--- src/rtl/word_narrow_if.sv ---
// Handshake bundle for word_narrow: input word stream, narrowed result stream, overflow counter.
// Latency: none (wires only).
// Backpressure: carries in_ready/out_ready; slave = the narrowing block, master = its environment.
//
// Signals:
//   in_valid/in_ready/in_data/in_signed  upstream word and its range mode
//   out_valid/out_ready/out_data/out_ovf narrowed result and overflow flag
//   ovf_count/ovf_clear                  overflow counter and its clear
interface word_narrow_if #(
    parameter int IN_W  = 32,
    parameter int OUT_W = 16
);
    logic             in_valid;
    logic             in_ready;
    logic [IN_W-1:0]  in_data;
    logic             in_signed;
    logic             out_valid;
    logic             out_ready;
    logic [OUT_W-1:0] out_data;
    logic             out_ovf;
    logic [15:0]      ovf_count;
    logic             ovf_clear;

    modport slave (
        input  in_valid, in_data, in_signed, out_ready, ovf_clear,
        output in_ready, out_valid, out_data, out_ovf, ovf_count
    );

    modport master (
        output in_valid, in_data, in_signed, out_ready, ovf_clear,
        input  in_ready, out_valid, out_data, out_ovf, ovf_count
    );
endinterface

--- src/rtl/word_narrow.sv ---
// Narrows IN_W-bit words to OUT_W bits with signed/unsigned range check and overflow counting.
// Latency: 1 cycle from acceptance into an empty FIFO to out_valid.
// Backpressure: 2-entry result FIFO; in_ready = fewer than 2 held, registered (no path from out_ready).
//
// Ports: clock, reset (synchronous, active-high), bus (word_narrow_if.slave).
// Optional build macro WORD_NARROW_SATURATE_EN: overflowed words clamp to the
// OUT_W range limit instead of keeping their low OUT_W bits. Only IN_W > OUT_W is supported.
module word_narrow #(
    parameter int IN_W  = 32,
    parameter int OUT_W = 16
) (
    input  logic         clock,
    input  logic         reset,
    word_narrow_if.slave bus
);

    // Range-check slices: signed needs the top bits down to the new sign bit
    // to be a uniform sign extension; unsigned needs everything above OUT_W zero.
    logic [IN_W-OUT_W:0]   hi_s;
    logic [IN_W-OUT_W-1:0] hi_u;
    logic                  res_ovf;
    logic [OUT_W-1:0]      res_data;

    logic [OUT_W:0] mem [2];   // {data, ovf}
    logic           wr_ptr;
    logic           rd_ptr;
    logic [1:0]     count;
    logic [15:0]    ovf_cnt;
    logic           push;
    logic           pop;

    always_comb begin
        hi_s     = bus.in_data[IN_W-1:OUT_W-1];
        hi_u     = bus.in_data[IN_W-1:OUT_W];
        res_ovf  = 1'b0;
        res_data = bus.in_data[OUT_W-1:0];
        if (bus.in_signed) begin
            res_ovf = !((&hi_s) || !(|hi_s));
        end else begin
            res_ovf = |hi_u;
        end
`ifdef WORD_NARROW_SATURATE_EN
        if (res_ovf) begin
            if (bus.in_signed) begin
                // Clamp toward the side the original value lies on.
                res_data = bus.in_data[IN_W-1] ? {1'b1, {(OUT_W-1){1'b0}}}
                                               : {1'b0, {(OUT_W-1){1'b1}}};
            end else begin
                res_data = {OUT_W{1'b1}};
            end
        end
`endif
    end

    assign bus.in_ready  = (count != 2'd2);
    assign bus.out_valid = (count != 2'd0);
    assign bus.out_data  = mem[rd_ptr][OUT_W:1];
    assign bus.out_ovf   = mem[rd_ptr][0];
    assign bus.ovf_count = ovf_cnt;

    assign push = bus.in_valid && bus.in_ready;
    assign pop  = bus.out_valid && bus.out_ready;

    always_ff @(posedge clock) begin
        if (reset) begin
            // Entries are cleared so the head reads as zero after reset.
            mem[0]  <= '0;
            mem[1]  <= '0;
            wr_ptr  <= 1'b0;
            rd_ptr  <= 1'b0;
            count   <= 2'd0;
            ovf_cnt <= 16'd0;
        end else begin
            if (push) begin
                mem[wr_ptr] <= {res_data, res_ovf};
                wr_ptr      <= ~wr_ptr;
            end
            if (pop) begin
                rd_ptr <= ~rd_ptr;
            end
            case ({push, pop})
                2'b10:   count <= count + 2'd1;
                2'b01:   count <= count - 2'd1;
                default: count <= count;
            endcase
            // Clear wins over a same-cycle increment; the counter sticks at all-ones.
            if (bus.ovf_clear) begin
                ovf_cnt <= 16'd0;
            end else if (push && res_ovf && (ovf_cnt != 16'hFFFF)) begin
                ovf_cnt <= ovf_cnt + 16'd1;
            end
        end
    end

endmodule

--- src/flat_wrapper.sv ---
// flat-port wrapper written by rule: the top's interface ports become plain ports
module word_narrow_flat 
#(
    parameter int IN_W  = 32,
    parameter int OUT_W = 16
)
  (clock, reset, bus_in_valid, bus_in_data, bus_in_signed, bus_out_ready, bus_ovf_clear, bus_in_ready, bus_out_valid, bus_out_data, bus_out_ovf, bus_ovf_count);
  word_narrow_if #(.IN_W(IN_W), .OUT_W(OUT_W)) bus_i ();
  input  logic clock;
  input  logic reset;
  input wire logic [$bits(bus_i.in_valid)-1:0] bus_in_valid;
  input wire logic [$bits(bus_i.in_data)-1:0] bus_in_data;
  input wire logic [$bits(bus_i.in_signed)-1:0] bus_in_signed;
  input wire logic [$bits(bus_i.out_ready)-1:0] bus_out_ready;
  input wire logic [$bits(bus_i.ovf_clear)-1:0] bus_ovf_clear;
  output wire logic [$bits(bus_i.in_ready)-1:0] bus_in_ready;
  output wire logic [$bits(bus_i.out_valid)-1:0] bus_out_valid;
  output wire logic [$bits(bus_i.out_data)-1:0] bus_out_data;
  output wire logic [$bits(bus_i.out_ovf)-1:0] bus_out_ovf;
  output wire logic [$bits(bus_i.ovf_count)-1:0] bus_ovf_count;
  assign bus_i.in_valid = bus_in_valid;
  assign bus_i.in_data = bus_in_data;
  assign bus_i.in_signed = bus_in_signed;
  assign bus_i.out_ready = bus_out_ready;
  assign bus_i.ovf_clear = bus_ovf_clear;
  assign bus_in_ready = bus_i.in_ready;
  assign bus_out_valid = bus_i.out_valid;
  assign bus_out_data = bus_i.out_data;
  assign bus_out_ovf = bus_i.out_ovf;
  assign bus_ovf_count = bus_i.ovf_count;
  word_narrow #(.IN_W(IN_W), .OUT_W(OUT_W)) u_core (.clock(clock), .reset(reset), .bus(bus_i));
endmodule
--- config.mk ---
export PLATFORM = sky130hd
export DESIGN_NAME = word_narrow_flat
export DESIGN_NICKNAME = d
export VERILOG_FILES = /design/src/rtl/word_narrow_if.sv /design/src/rtl/word_narrow.sv /design/src/flat_wrapper.sv
export SDC_FILE = /design/constraint.sdc
export NUM_CORES = 1
export LEC_CHECK = 0
export CAP_MARGIN = 20
export CORE_ASPECT_RATIO = 0.8
export CORE_MARGIN = 5
export CORE_UTILIZATION = 49
export CTS_BUF_LIST = sky130_fd_sc_hd__clkbuf_4 sky130_fd_sc_hd__clkbuf_8
export CTS_CLUSTER_DIAMETER = 200
export DETAILED_ROUTE_END_ITERATION = 8
export PLACE_DENSITY = 0.82
export SLEW_MARGIN = 30
export SYNTH_ARGS = -nofsm -noshare
export SYNTH_HDL_FRONTEND = slang
export SYNTH_SLANG_ARGS = --single-unit
export TNS_END_PERCENT = 10
--- constraint.sdc ---
create_clock -name clock -period 2.3 [get_ports clock]
set_input_delay 0.46 -clock clock [delete_from_list [all_inputs] [get_ports clock]]
set_output_delay 0.46 -clock clock [all_outputs]
set_load 0.03 [all_outputs]
==> reports/results.tsv <==
metric	value	unit
status	complete, no violations	
post-DR vias/cell	5.40	
routed length per instance	15.5	um
Top Ports	73	
drt first pass iters	4	
combinational fraction of design power	35.7	%
clk_lat worst skew	0.31	ns
Final Cycle Share	90.8	%
DR vias	1964	
final instance area	3570	sq um
Setup-failing EPs final	0	
Die Y	74.9	um
top_reg_cell synth	edfxtp_1	
hold depth	2	
TritonCTS Buffers	5	
CP peak stage delay	0.60	ns
Switching Share	31.1	%
CP bufs+invs	1	
Num Clock Sinks	55	
Synth Net Count	262	
Rel. slew slack	38.4	%
hold_buf cts	0	
global-route wire length before repair	9320	um
clk_skew	0.00251	ns
Iter 0 DRT Violations	113	
Worst R2R End	u_core.bus.ovf_count[0]	
slew at the pin closest to its max-slew limit	0.924	ns
R2R cell count	7	
IO Port Bufs	72	
max-cap violations	0	
Yosys reg bits	55	
number of routed nets with antenna violations	0	
Worst path slowest cell	clkdlybuf4s50_1	
largest net degree at the start of global routing	18	
Placed Instances	356	
die area	6820	sq um
core area	5060	sq um
Area Growth Syn to Fin	38.3	%
DRC	0	
Internal Power	2.04	mW
Worst R2R Setup Slack	0.51	ns
fmax	0.479	GHz
crit-path max FO	3	
routability cong.	0.833	
required time of the critical path	1.84	ns
final net count	341	
Clock transition at path regs	0.09	ns
initial antenna violation count	0	
Synth cell types	33	
yosys warns	0	
Sequential Power Share	42.4	%
fin cells	364	
Hold Path Class	reg -> reg	
max-slew violation count	0	
Post CTS Setup Buffer Count	0	
ys async rst share	0	%
layout cells sized above 1	15.9	%
initial core utilization	50.9	%
WP depth	2	
post-detail-place hpwl	4130	um
Final Power	2.96	mW
commonest non-fill, non-tap cell in the layout	clkdlybuf4s50_1	
n_diodes	0	
Post-synth EDFFs	34	
Pleak	1.47	nW
area post-placement	3410	sq um
pwr/cell area	831	nW/um^2
vias in the first global route	1946	
CTS H-Tree Depth	2	
Seq/Total Area, Yosys	55.9	%
switching power summed over all nets	0.921	mW
total wire length	5650	um
Setup crit end	bus_out_ovf	
CTS tree	yes	
most frequent cells in the layout	56 x clkdlybuf4s50_1, 34 x edfxtp_1, 33 x and2_1, 21 x dfxtp_1, 17 x mux2_2	
VDD IR max	0.000505	V
Final min period	2.09	ns
RSZ-0062 raised after global routing	no	
Clock Tree Buf Depth	2	
Final Hold Fails	0	
die width	91.1	um
CP Capture Type	output port	
crit path cell chain	mux2_2, clkdlybuf4s50_1	
synthesized area per cell	11.6	sq um
worst r2r src	u_core.bus.ovf_count[0]	
clock network power share	21.9	%
grt ovf	0	
Core Rows	23	
critical path class	reg -> out	
cells after synthesis	222	
Post-Syn Area	2580	sq um
final setup TNS	0	ns
Total GRT Usage	17.3	%
startpoint types	register	
root buffer cell	clkbuf_8	
delay-heaviest family, CP	buffers and inverters	
CP arrival	1.63	ns
registers in the layout (all words and copies together) (netlist names), named ones only:
signal                count
u_core.bus.ovf_count     16
u_core.count              2
u_core.mem               34
u_core.rd_ptr             1
u_core.wr_ptr             1
layout make-up:
cell class	instances	area (sq um)
fillers	406	1500
clock inverters	1	30.0
clock buffers	7	83.8
well taps	62	77.6
flip-flops and latches	55	1440
repair buffers	79	813
inverters	2	7.51
multi-input cells	158	1110
what timing repair did:
action / CTS / global route
gates resized for setup: 0 / 16
hold endpoints to repair: 0 / 0
endpoints found under the setup margin: 0 / 16
power by group through the flow:
stage / logic (mW) / clock network [mW] / registers, mW
floorplan: 0.672 / 0 / 1.26
global placement: 1.07 / 0 / 1.27
detailed placement: 1.09 / 0 / 1.28
CTS: 1.09 / 0.664 / 1.26
global route: 1.13 / 0.705 / 1.27
finish: 1.06 / 0.650 / 1.26
logic make-up after synthesis:
logic type / synth area share (%)
AO/OA/AOI/OAI: 6.31
XOR/XNOR: 2.72
AND/OR/NAND/NOR: 25.4
buffers and inverters: 1.31
adder cells (fa/ha/maj): 0.970
multiplexers: 7.42
flip-flops: 55.9
synth_stat cells (2+ instances only):
cell type | count | area [sq um]
edfxtp_1 | 34 | 1020
and2_1 | 33 | 206
dfxtp_1 | 21 | 420
mux2_2 | 17 | 191
nor2_1 | 13 | 48.8
o21ai_0 | 12 | 60.1
a21oi_1 | 11 | 55.1
nand2_1 | 11 | 41.3
or3_1 | 11 | 68.8
clkbuf_1 | 7 | 26.3
nand3_1 | 7 | 35.0
nand4_1 | 6 | 37.5
xor2_1 | 5 | 43.8
nor3_1 | 3 | 15.0
nor4_1 | 3 | 18.8
or2_2 | 3 | 18.8
xnor2_1 | 3 | 26.3
a21oi_4 | 2 | 32.5
and3_1 | 2 | 12.5
ha_1 | 2 | 25.0
inv_1 | 2 | 7.51
nand4_4 | 2 | 42.5
or4_1 | 2 | 15.0
metrics by stage:
stage	worst slack (ns)	utilization, %	hold slack [ns]
6_report	0.211	70.4	0.521
5_1_grt	0.154	70.4	0.548
2_1_floorplan	0.391	-	0.462
3_5_place_dp	-0.0132	67.4	0.503
4_1_cts	0.00417	69.6	0.519
3_3_place_gp	0.0431	67.4	0.485
worst reg2reg max path: cells and delay by family (launching register included):
family,cells,cell delay (ns)
flops,1,0.41
xor+xnor,1,0.15
fa+ha+maj,1,0.23
simple gates,5,0.90
per-layer routing:
metal  vias up  routed length, um  global-route usage [%]
li1        962                  -                       -
met1       927               2480                    21.9
met2        67               2740                    29.6
met3         8                364                    4.70
met4         0                 70                    5.37
met5         -                  0                       0
worst min path at each step:
stage               startpoint               to  slack, ns
2_1_floorplan  u_core.count[1]  u_core.count[1]       0.46
3_3_place_gp   u_core.count[1]  u_core.count[1]       0.48
3_5_place_dp     u_core.rd_ptr         register       0.50
4_1_cts        u_core.count[1]  u_core.count[1]       0.52
5_1_grt          u_core.rd_ptr    u_core.rd_ptr       0.55
6_report         u_core.rd_ptr         register       0.52
(Power assumes the default switching activity.)
